### src/rtl/alu_result_serializer.sv
// alu_result_serializer: buffers ALU results in a FIFO and streams them out
// as bytes, high byte first. Define ALU_SER_TAG_EN to prefix each result with {4'hA, op}.
module alu_result_serializer #(
    parameter int DEPTH = 4,
    parameter int AW    = $clog2(DEPTH)
) (
    input  logic          clock,
    input  logic          reset_n,
    input  logic [15:0]   result,
    input  logic          result_enable,
    input  logic [3:0]    op,
    output logic [7:0]    byte_out,
    output logic          byte_valid,
    input  logic          byte_ready,
    output logic [AW:0]   fifo_count,
    output logic          busy,
    output logic          overflow,
    input  logic          clear_overflow
);

`ifdef ALU_SER_TAG_EN
    localparam int EW = 20;
`else
    localparam int EW = 16;
`endif

    typedef enum logic [1:0] {
        S_IDLE = 2'd0,
        S_TAG  = 2'd1,
        S_HI   = 2'd2,
        S_LO   = 2'd3
    } state_t;

`ifdef ALU_SER_TAG_EN
    localparam state_t S_FIRST = S_TAG;
`else
    localparam state_t S_FIRST = S_HI;
`endif

    state_t state_q, state_d;

    logic [EW-1:0] mem [DEPTH];
    logic [EW-1:0] hold_q, hold_d;
    logic [EW-1:0] wr_data;
    logic [EW-1:0] rd_data;

    logic [AW:0] wr_ptr_q, wr_ptr_d;
    logic [AW:0] rd_ptr_q, rd_ptr_d;
    logic [AW:0] count_q, count_d;

    logic [7:0] byte_out_q, byte_out_d;
    logic       byte_valid_q, byte_valid_d;
    logic       busy_q, busy_d;
    logic       overflow_q, overflow_d;

    logic full;
    logic empty;
    logic hs;
    logic pop;
    logic push_ok;
    logic drop;

`ifdef ALU_SER_TAG_EN
    assign wr_data = {op, result};
`else
    logic unused_op;
    assign unused_op = ^op;
    assign wr_data   = result;
`endif

    assign full    = (count_q == (AW+1)'(DEPTH));
    assign empty   = (count_q == '0);
    assign hs      = byte_valid_q && byte_ready;
    assign rd_data = mem[rd_ptr_q[AW-1:0]];

    // FIFO storage; contents need no reset since pointers gate every read
    always_ff @(posedge clock) begin
        if (reset_n && push_ok) begin
            mem[wr_ptr_q[AW-1:0]] <= wr_data;
        end
    end

    // State, pointers, holding register and registered outputs
    always_ff @(posedge clock) begin
        if (!reset_n) begin
            state_q      <= S_IDLE;
            hold_q       <= '0;
            wr_ptr_q     <= '0;
            rd_ptr_q     <= '0;
            count_q      <= '0;
            byte_out_q   <= '0;
            byte_valid_q <= 1'b0;
            busy_q       <= 1'b0;
            overflow_q   <= 1'b0;
        end else begin
            state_q      <= state_d;
            hold_q       <= hold_d;
            wr_ptr_q     <= wr_ptr_d;
            rd_ptr_q     <= rd_ptr_d;
            count_q      <= count_d;
            byte_out_q   <= byte_out_d;
            byte_valid_q <= byte_valid_d;
            busy_q       <= busy_d;
            overflow_q   <= overflow_d;
        end
    end

    // Next state and pop decision; LO chains straight into the next entry
    always_comb begin
        state_d = state_q;
        pop     = 1'b0;
        case (state_q)
            S_IDLE: begin
                if (!empty) begin
                    pop     = 1'b1;
                    state_d = S_FIRST;
                end
            end
`ifdef ALU_SER_TAG_EN
            S_TAG: begin
                if (hs) state_d = S_HI;
            end
`endif
            S_HI: begin
                if (hs) state_d = S_LO;
            end
            S_LO: begin
                if (hs) begin
                    if (!empty) begin
                        pop     = 1'b1;
                        state_d = S_FIRST;
                    end else begin
                        state_d = S_IDLE;
                    end
                end
            end
            default: state_d = S_IDLE;
        endcase
    end

    // FIFO bookkeeping; a pop frees the slot a same-edge push needs when full
    always_comb begin
        push_ok  = result_enable && (!full || pop);
        drop     = result_enable && full && !pop;
        wr_ptr_d = wr_ptr_q + (AW+1)'(push_ok);
        rd_ptr_d = rd_ptr_q + (AW+1)'(pop);
        count_d  = count_q + (AW+1)'(push_ok) - (AW+1)'(pop);
        hold_d   = pop ? rd_data : hold_q;
    end

    // Output registers computed from the upcoming state and holding value
    always_comb begin
        byte_out_d   = 8'h00;
        byte_valid_d = 1'b0;
        case (state_d)
`ifdef ALU_SER_TAG_EN
            S_TAG: begin
                byte_out_d   = {4'hA, hold_d[19:16]};
                byte_valid_d = 1'b1;
            end
`endif
            S_HI: begin
                byte_out_d   = hold_d[15:8];
                byte_valid_d = 1'b1;
            end
            S_LO: begin
                byte_out_d   = hold_d[7:0];
                byte_valid_d = 1'b1;
            end
            default: begin
                byte_out_d   = 8'h00;
                byte_valid_d = 1'b0;
            end
        endcase
        busy_d = (state_d != S_IDLE) || (count_d != '0);
        if (drop) begin
            overflow_d = 1'b1;
        end else if (clear_overflow) begin
            overflow_d = 1'b0;
        end else begin
            overflow_d = overflow_q;
        end
    end

    assign byte_out   = byte_out_q;
    assign byte_valid = byte_valid_q;
    assign fifo_count = count_q;
    assign busy       = busy_q;
    assign overflow   = overflow_q;

endmodule

### config.mk
export PLATFORM = sky130hd
export DESIGN_NAME = alu_result_serializer
export DESIGN_NICKNAME = d
export VERILOG_FILES = /design/src/rtl/alu_result_serializer.sv
export SDC_FILE = /design/constraint.sdc
export NUM_CORES = 1
export LEC_CHECK = 0
export ABC_AREA = 1
export CAP_MARGIN = 15
export CORE_UTILIZATION = 50
export CTS_BUF_LIST = sky130_fd_sc_hd__clkbuf_4 sky130_fd_sc_hd__clkbuf_8 sky130_fd_sc_hd__clkbuf_16
export DETAILED_ROUTE_END_ITERATION = 10
export GPL_TIMING_DRIVEN = 1
export HOLD_SLACK_MARGIN = 0.08
export PLACE_DENSITY = 0.82
export SETUP_SLACK_MARGIN = 0.1
export SLEW_MARGIN = 20
export SYNTH_ARGS = -nofsm -noshare
export SYNTH_HDL_FRONTEND = slang
export SYNTH_SLANG_ARGS = --single-unit
### constraint.sdc
create_clock -name clock -period 4.1 [get_ports clock]
set_input_delay 1.23 -clock clock [delete_from_list [all_inputs] [get_ports clock]]
set_output_delay 1.23 -clock clock [all_outputs]
set_load 0.02 [all_outputs]
# [Word level (Yosys, flattened, before mapping)]
# Memories as Yosys holds them, arrays and structs flattened. A register that Yosys moved wholly into a read port is not among the register bits.
# Index checks and enable logic that the tools add are counted.
[op_classes] n_addsub=4 eq_ne=5 mux=16 n_reduce_logical=15
[ops] op="2-to-1 mux 16 bit" n=1
[ops] op="one-hot mux 8 bit (2 select lines)" n=1
[ops] op="2-to-1 mux 2 bit" n=5
[ops] op="adder 3 x 1 -> 3 bit" n=3
[ops] op="equality test 2 bit (second input constant)" n=4
[ops] op="2-to-1 mux 1 bit" n=7
[ops] op="one-hot mux 2 bit (3 select lines)" n=1
[ops] op="logical AND 1 bit" n=5
[ops] op="nonzero test 2 bit" n=2
[ops] op="equality test 3 bit (second input constant)" n=1
[ops] op="zero test 3 bit" n=1
[ops] op="nonzero test 3 bit" n=1
[ops] op="subtractor 3 x 1 -> 3 bit" n=1
[ops] op="zero test 1 bit" n=2
[ops] op="zero test 2 bit" n=1
[ops] op="logical OR 1 bit" n=2
[ops] op="one-hot mux 1 bit (2 select lines)" n=1
[ops] op="OR reduction 2 bit" n=1
[totals] register_bits=38 mem_bits_rw=64 wordCells=50 mem_count=1
[memory_table] name="mem" words=4 width=16 rd=1 rd_ports_with_merged_regs=1 wr=1 line_no="42" rtl="logic [EW-1:0] mem [DEPTH];"

# [Longest topological paths before layout]
# Gate-level depths: netlist (run 1).
[logic_depth] word_depth=10 depth_mapped=16 depth_no_buf=16

# [Least setup slack after synthesis (run 1)]
# Ideal clock, no wire load.
[synth_timing] path_kind="input port to flip-flop" from="in byte_ready" to="mem mem[0][0], enable pin" setup_ns=0.409 arrival_time_ns=2.836 required_ns=3.691 slack_ns=0.855 cell_stages=8 path_buffers=0 path_cell_list="nand3_2 -> nand2_2 -> nand2_1 -> nand2_1 -> nand2_1 -> inv_1 -> nand2_1 -> nor3_1"
[synth_via] elab_chain_cells=8
[synth_rtl] item="start: declaration" line_no="14" rtl="input logic byte_ready,"
[synth_rtl] item="logical AND 1 bit" line_no="73" rtl="assign hs = byte_valid_q && byte_ready;"
[synth_rtl] item="2-to-1 mux 1 bit" line_no="128" rtl="if (hs) begin"
[synth_rtl] item="one-hot mux 1 bit (2 select lines)" line_no="112" rtl="case (state_q)"
[synth_rtl] item="logical OR 1 bit" line_no="143" rtl="push_ok = result_enable && (!full || pop);"
[synth_rtl] item="logical AND 1 bit" line_no="143"
[synth_rtl] item="logical AND 1 bit" line_no="78" rtl="if (reset_n && push_ok) begin"
[synth_rtl] item="2-to-1 mux 1 bit" line_no="78"
[synth_rtl] item="2-to-1 mux 1 bit (not written as such)" line_no="79" rtl="mem[wr_ptr_q[AW-1:0]] <= wr_data;"
[synth_rtl] item="end: declaration" line_no="42"
# No other way between the ends.

# [Worst setup path in the final report (run 1)]
[layout_timing] from="in byte_ready" to="reg busy_q, in the netlist busy"
[layout_via] elab_chain_cells=9 elab_cells_between_ends=13
[layout_rtl] item="logical AND 1 bit *" line_no="73"
[layout_rtl] item="2-to-1 mux 1 bit" line_no="128"
[layout_rtl] item="one-hot mux 1 bit (2 select lines)" line_no="112"
[layout_rtl] item="logical OR 1 bit" line_no="143"
[layout_rtl] item="logical AND 1 bit" line_no="143"
[layout_rtl] item="adder 3 x 1 -> 3 bit" line_no="147" rtl="count_d = count_q + (AW+1)'(push_ok) - (AW+1)'(pop);"
[layout_rtl] item="subtractor 3 x 1 -> 3 bit" line_no="147"
[layout_rtl] item="nonzero test 3 bit" line_no="175" rtl="busy_d = (state_d != S_IDLE) || (count_d != '0);"
[layout_rtl] item="logical OR 1 bit *" line_no="175"
[layout_rtl] item="end signal: assignment" line_no="103" rtl="busy_q <= busy_d;"
[layout_rtl] item="end: declaration" line_no="53" rtl="logic busy_q, busy_d;"
# Every way passes the cells marked *; elsewhere a longest branch is shown, timed or not.
# A chain may end at the register's enable or synchronous reset.

==> results of run 1 <==
[cell type report]
cell class                 instances  share of cell area
clock buffer                      10              0.0277
tap                              102              0.0269
timing repair buffer              41              0.0829
clock inverter                     6              0.0137
sequential                       100               0.558
multi-input combinational        257               0.263
inverter                          35              0.0277
[registers in the layout (all words and copies together) (netlist names)]
register	count
fifo_count	3
busy	1
wr_ptr_q	2
state_q	2
rd_ptr_q	2
byte_out	8
byte_valid	1
hold_q	16
mem	64
overflow	1
[worst min-delay path by stage]
| stage | endpoint | slack, ns | depth (start not counted) | startpoint |
|---|---|---|---|---|
| after floorplan | hold_q[15]$_SDFF_PN0_ | 0.45 | 2 | hold_q[15]$_SDFF_PN0_ |
| after global placement | overflow$_SDFFE_PN0P_ | 0.45 | 2 | overflow$_SDFFE_PN0P_ |
| after detailed placement | hold_q[15]$_SDFF_PN0_ | 0.47 | 2 | hold_q[15]$_SDFF_PN0_ |
| after CTS | hold_q[15]$_SDFF_PN0_ | 0.48 | 2 | hold_q[15]$_SDFF_PN0_ |
| after global routing | hold_q[15]$_SDFF_PN0_ | 0.50 | 2 | hold_q[15]$_SDFF_PN0_ |
| final | hold_q[15]$_SDFF_PN0_ | 0.48 | 2 | hold_q[15]$_SDFF_PN0_ |
[placed cells by master (no fill, tap or decap), types with 3 or more instances in the layout]
cell / n
nand2_1: 86
nor2_1: 76
edfxtp_1: 64
dfxtp_1: 36
o21ai_0: 35
clkdlybuf4s50_1: 34
inv_1: 33
nand3_1: 15
a21oi_1: 9
ha_1: 9
clkbuf_8: 9
nor2_2: 7
buf_4: 7
nor3_2: 4
nand2_2: 3
xnor2_1: 3
[worst register-to-register path, delay by kind of cell (launching register included)]
family                     cells  cell delay (ns)
buffers and inverters          4             0.35
adders and majority gates      4             1.16
DFF                            1             0.41
xor gates and xnor gates       1             0.17
and+or+nand+nor                6             0.37
[cells by family (layout without fill, tap and decap cells)]
group	after synthesis	in the layout	share of synthesized area
buf+inv	50	92	0.0570
fa+ha+maj	10	10	0.0323
flops	100	100	0.644
simple gates	195	195	0.198
compound gates	48	48	0.0610
xor+xnor	4	4	0.00854
[through the flow]
step,power [mW],std cells,hold slack (ns)
2_1_floorplan,2.20,407,0.447
3_3_place_gp,2.45,535,0.455
3_5_place_dp,2.50,535,0.466
4_1_cts,3.10,551,0.480
5_1_grt,3.31,551,0.502
6_report,3.07,551,0.478
[synthesized netlist by cell type, types with 2 or more instances]
| master | count |
|---|---|
| buf_2 | 2 |
| clkbuf_2 | 2 |
| nand2_2 | 3 |
| nand3_1 | 15 |
| inv_1 | 33 |
| edfxtp_1 | 64 |
| o21ai_0 | 35 |
| dfxtp_1 | 36 |
| nor2_2 | 7 |
| o21ai_1 | 2 |
| xnor2_1 | 3 |
| inv_2 | 2 |
| nor2_1 | 76 |
| a21oi_1 | 9 |
| buf_4 | 5 |
| nand2_1 | 86 |
| nor3_1 | 4 |
| clkbuf_1 | 3 |
| ha_1 | 9 |
[per-layer routing]
layer	share of wire	wire, microns	vias up	GRT usage
met1	0.44	3260	1287	0.253
li1	-	-	1397	-
met5	0	0	-	0
met3	0.043	315	11	0.0296
met2	0.50	3710	61	0.315
met4	0.015	109	0	0.0821
[power breakdown]
part	internal, mW	switching [mW]
Combinational	0.419	0.735
Sequential	1.24	0.0731
Clock	0.288	0.316
Total	1.95	1.12
==> summary by stage, run 1 <==
Final layout
The final layout contains 479 nets. The register area is 2640 sq um. The total non-filler cell area in the finished layout is 4740 sq um. Of the cells placed in the final design, the portion with a size suffix greater than 1 is 0.0980.

Summing all multi-input logic gate instances after layout gives 1250 sq um. The number of diodes is 0. Compared with the post-synthesis result, the final layout area differs by 15.5%. Counting the fill cells in the layout gives 672. The share of the core filled with cells in the final layout is 0.604.

Placed design
The total of buffers placed on input and output ports is 34. At the placement stage, the worst setup path has a slack of 0.552 ns. Routability-driven placement finished with a final weighted congestion of 0.799.

The HPWL after detailed placement is 4.91 mm. The placed instances occupy a cell area of 4540 sq um.

Floorplanning
The I/O pin count is 39. The floorplan step defined a die boundary enclosing 8580 sq um. The standard cell core area is 7850 sq um. The floorplan row count is 32. The initial utilization of the core area, before any placement, comes to 0.523.

From left edge to right edge, the die measures 92.6 microns. The floorplan step set the die height to 92.6 microns.

Logic synthesis
Yosys mapped the design onto 30 distinct sky130hd cell types. A synthesized cell averages 10.1 sq um. Summed over all instances, the cell type with the most area after synthesis is edfxtp_1. The Yosys warning count is 0. The cell area after technology mapping is 4110 sq um.

The number of flops mapped to enable cells by yosys is 64. Counting flops with an async set or reset pin after synthesis yields a share of 0. The flip-flop cell with the highest count after synthesis is edfxtp_1.

The cell count after synthesis came out at 407. By area the synthesized netlist is led by edfxtp_1 47%, dfxtp_1 18%, nand2_1 7.9%. In this run, synthesis produced a sequential element count of 100. Of the post-synthesis cell area, the dominant cell type holds 0.468.

The net count after synthesis is 442. The share of the Yosys chip area taken by registers is 0.644.

Setup path
The endpoint identified for the worst register-to-register timing path is busy$_SDFF_PN0_. The critical path is of the input pin to flop type. The maximum cell stage delay along the critical path is 0.49 ns.

The critical path starts at byte_ready. The startpoint identified for the worst register-to-register timing path is state_q[0]$_SDFF_PN0_. The instance count on the critical path is 15. The signal arrival time at the worst endpoint is 3.42 ns. The cell type with the highest occurrence count on the critical path is nand2_1. The family with the most delay on the worst path is adder cells. The worst setup path is captured at a flop. The critical path's slowest cell is clkdlybuf4s50_1. STA classifies the critical path startpoint as an input pin. At the worst endpoint, the required time is 4.35 ns. The most critical setup path has its endpoint at busy$_SDFF_PN0_. The cell depth of the worst flop-to-flop path is 15. The signal on the critical path passes through clkdlybuf4s50_1, nand3_2, nand2_2, nand2_1, nand2_1, nand2_1, ha_1, inv_1, ha_1, fa_1, xor2_1, inv_1, nand3_1, nand2_1, nand2_1. For flop-to-flop paths, the worst setup slack is 1.54 ns. Counting both buffers and inverters, the worst setup path holds a total of 3. Along the worst path, the maximum fanout reaches 2.

Global routing
The number of antenna violations at the first check in global routing is 0. The overall overflow remaining after global route is 0. The global-route wire length before repair is 12.5 mm. The via count of the first global-routing pass came to 2701. In the global route stage, overall resource usage came out at 0.191.

The pin count of the biggest net entering global routing is 36.

Clock network
The clock net sink count is 100. The number of buffers added to fix hold violations after cts is 0. The insertion delay to the later sink of the worst-skew pair is 0.35 ns.

Post-CTS timing repair inserted 0 buffers for setup. Post-CTS repair changed the size of 0 cells. The root buffer cell chosen for the clock tree is clkbuf_8. The total CTS buffers is 9. The clock transition at the registers of the reported paths is 0.09 ns. The TritonCTS clock tree is done. The maximum number of buffers from clock root to sink is 2. The count of H-tree levels built during CTS is 3.

Pwr
The power density relative to cell area is 648 nW/um^2. The leakage dissipation is 1.88 nW. The worst ir drop on vdd is 0.000231 V.

Timing
The final setup violation count is 0. The fmax is 315 MHz. The count of final max-slew check failures is 0. In the finished design, the share of the clock period the worst path needs comes to 0.774. The final period demand of the worst path is 3.17 ns. The clock arrives with 0.00675 ns of skew.

For the pin with the worst max-slew slack, the measured transition is 0.712 ns. The count of final hold-check violations is 0. The worst pin sits at a relative slew slack of 0.525.

Setup repair after global routing left no endpoint under its margin. Summed over all failing endpoints, the final setup total negative slack is 0 ns. The setup slack after layout is 0.927 ns.

Drt
The first detailed-routing pass took 4 iterations. After detailed routing, the total wire length is 7.40 mm. The via density per instance is 5.00. The remaining routing DRC violations is 0. In the final routed layout, each cell accounts on average for 13.4 microns. For this block, the initial DRC count from the detailed router was 164. The final route contains 2756 vias. The number of routed nets with antenna violations is 0.

Flow run
The max-cap violation count is 0.

Min path
The path class of the tightest hold or removal check is flop to flop.

Run status
The run finished with clean final reports.
Note: power is estimated with default switching activity, not from simulation.
==> inputs of run 2 (changes only) <==
--- a/config.mk
+++ b/config.mk
@@ -12,7 +12,7 @@
 export DETAILED_ROUTE_END_ITERATION = 10
 export GPL_TIMING_DRIVEN = 1
 export HOLD_SLACK_MARGIN = 0.08
-export PLACE_DENSITY = 0.82
+export PLACE_DENSITY = 0.85
 export SETUP_SLACK_MARGIN = 0.1
 export SLEW_MARGIN = 20
 export SYNTH_ARGS = -nofsm -noshare
==> constraint.sdc (replaced) <==
create_clock -name clock -period 2.55 [get_ports clock]
set_input_delay 0.765 -clock clock [delete_from_list [all_inputs] [get_ports clock]]
set_output_delay 0.765 -clock clock [all_outputs]
set_load 0.02 [all_outputs]
==> run 2 against run 1 <==
Effect of this change: first-iteration DRC count increased by 11%; critical path depth unchanged; register-to-register slack got worse by 1.3 ns; critical endpoint unchanged; largest power group unchanged.
==> summary by stage, run 2 (same netlist as run 1, synthesis figures left out) <==
Run status
The run finished with clean final reports.

Final layout
In the final layout, the multi-input gates occupy 1270 sq um. The flip-flop count of the largest register after layout is 64. In the layout the commonest cells are 85 x nand2_1, 76 x nor2_1, 64 x edfxtp_1. The register area is 2650 sq um. Leaving out fill and tap cells, the most frequent cell in the layout is nand2_1. Fill cells in the final layout number 630. The final cell count without fillers is 559. The ratio of cells with drive above 1 in the final layout is 0.136.

After the last flow step, the layout net total stands at 487. The relative area change from synthesis to final layout is 19.0%. 0 antenna diodes ended up in the layout.

Timing
In the final timing run, aggregate negative setup slack is 0 ns. The count of final hold-check violations is 0. In the finished design, the share of the clock period the worst path needs comes to 0.925.

The final period demand of the worst path is 2.36 ns. The fmax is 424 MHz. Setup violations remaining at the end of the flow were counted as 0. The transition at the pin with the smallest max-transition slack is 0.684 ns.

The count of final max-slew check failures was 0. The worst clock skew is 0.0107 ns. In this run the tightest slew margin relative to its limit is 0.543. Setup repair after global routing left no endpoint under its margin. After layout, the worst setup slack is 0.191 ns.

Drt
The detail route stage leaves a number of antenna-violating nets equal to 0. In the routed design, unresolved DRC markers number 0. Using the TritonRoute via totals, the vias-per-cell ratio works out to 5.00.

The detailed-route via count is 2797. The wire length after detailed routing is 7.64 mm. The per-cell routed wire length is 13.7 microns. The number of iterations in the first detailed-routing pass is 4. The detailed router finished its first iteration with 182 violations.

Setup path
The worst endpoint required time is 2.81 ns. The register-to-register setup slack is 0.21 ns. The peak fanout along the critical path is 2.

The setup path with the least slack is of type input pin to flop. The critical register-to-register path startpoint is state_q[0]$_SDFF_PN0_. The launching element type of the critical path is an input pin.

The number of buffer and inverter instances along the worst setup path is 5. The worst flop-to-flop path endpoint is busy$_SDFF_PN0_. On the critical path, the stage with the largest delay is an instance of fa_2. The type of element capturing the critical path is a flop.

Counting cells, the worst reg-to-reg path comes to 15. The signal arrival time at the worst endpoint is 2.62 ns. For this run, the slowest stage of the critical path takes 0.36 ns.

The signal on the critical path passes through dlygate4sd2_1, nand3_2, nand2_2, buf_4, nand3_4, inv_2, ha_4, inv_1, ha_2, fa_2, xor2_1, inv_1, nand3_1, nand2_1, nand2_1. The family with the most delay on the worst path is adder cells.

Min path
The worst hold endpoint is overflow$_SDFFE_PN0P_. The worst hold path begins at overflow$_SDFFE_PN0P_. The number of stages on the worst hold path is 2. The class of the worst hold path is flop to flop.

Floorplanning
The I/O pin count is 39. The standard cell core area is 7850 sq um. The starting density of the core is 0.523.

The floorplan step set the die width to 92.6 microns. The die boundary height is 92.6 microns. The floorplan step defined a die boundary enclosing 8580 sq um. Row generation in the floorplan step produced 32 rows.

Placed design
The worst slack at placement is -0.528 ns. Routability-driven placement finished with a final weighted congestion of 0.808. Including well taps, the total number of placed cells is 541. The total of buffers placed on input and output ports is 34. The HPWL after detailed placement is 5.04 mm.

Clock network
The clock passes through at most 2 buffers. TritonCTS built the clock tree. The number of buffers added to fix hold violations after cts is 0. The clock root buffer is clkbuf_8.

The count of H-tree levels built during CTS is 3. The insertion delay to the later sink of the worst-skew pair is 0.36 ns. The tree built by TritonCTS fans out to 100 sinks.

In this run, CTS created clock tree buffers numbering 9. The clock transition at the registers of the reported paths is 0.09 ns.

Pwr
The worst ir drop on vdd is 0.000395 V. The power density relative to cell area is 1060 nW/um^2. Summing internal, switching and leakage power gives 5.20 mW.

The leakage dissipation is 1.94 nW.

Global routing
Entering global routing, the biggest net connects 31 pins. The first global-routing pass estimated 12.8 mm of wire. The via count of the first global-routing pass is 2756. The number of antenna violations at the first check in global routing came to 0. For this run the aggregate overflow at the end of global routing stands at 0. For this run, the total global-route usage over all layers was measured as 0.197.

Flow run
The tool flagged a number of max-cap violations equal to 0.
run 2: cell types whose count changed in the layout (fill, tap and decap cells not counted), moves of 3 or more:
cell    previous run  this run
buf_12             0         3
buf_4              7        12
ha_1               9         5
ha_2               0         3
inv_1             33        30
inv_2              2         5
run 2: area by class of cell:
type,count,share of cell area
clock buffer,10,0.0269
clock inverter,6,0.0177
inverter,35,0.0269
multi-input combinational,257,0.261
sequential,100,0.541
tap,102,0.0261
timing repair buffer,49,0.100
run 2: tightest hold or removal path, stage by stage (launching register included):
cell,delay (ns)
dfxtp_1,0.32
nand2_1,0.06
a21oi_1,0.05
run 2: metal layers:
metal  vias up  GRT usage  wire length, microns
met2        69      0.339                  3890
met4         0     0.0962                   156
li1       1414          -                     -
met1      1303      0.240                  3280
met5         -          0                     0
met3        11     0.0337                   316
run 2: how the worst max path moves through the flow:
stage | startpoint | to | slack (ns) | cells after the start
6_report | byte_ready | busy$_SDFF_PN0_ | 0.19 | 15
5_1_grt | state_q[1]$_SDFF_PN0_ | busy$_SDFF_PN0_ | 0.05 | 15
4_1_cts | state_q[0]$_SDFF_PN0_ | busy$_SDFF_PN0_ | 0.11 | 15
3_5_place_dp | byte_ready | busy$_SDFF_PN0_ | -0.53 | 15
3_3_place_gp | byte_ready | busy$_SDFF_PN0_ | -0.45 | 15
2_1_floorplan | byte_ready | mem[0][0]$_DFFE_PP_ | -0.23 | 8
run 2: metrics by stage:
step                utilization  instance area, sq um  hold WS [ns]
finish                    0.622                  4880         0.472
global route              0.622                  4880         0.490
CTS                       0.619                  4850         0.475
detailed placement        0.589                  4630         0.463
global placement          0.589                  4630         0.456
floorplan                     -                  4110         0.447
run 2: report_power, final:
part | switching (mW) | internal [mW] | total [mW]
Combinational | 1.23 | 0.760 | 1.99
Sequential | 0.132 | 2.00 | 2.13
Clock | 0.523 | 0.565 | 1.09
Total | 1.88 | 3.32 | 5.20
run 2: what timing repair did:
| action | CTS | global route |
|---|---|---|
| setup buffers | 1 | 1 |
| gates resized for setup | 4 | 8 |
| pin swaps | 1 | 3 |
| setup endpoints to repair | 3 | 1 |
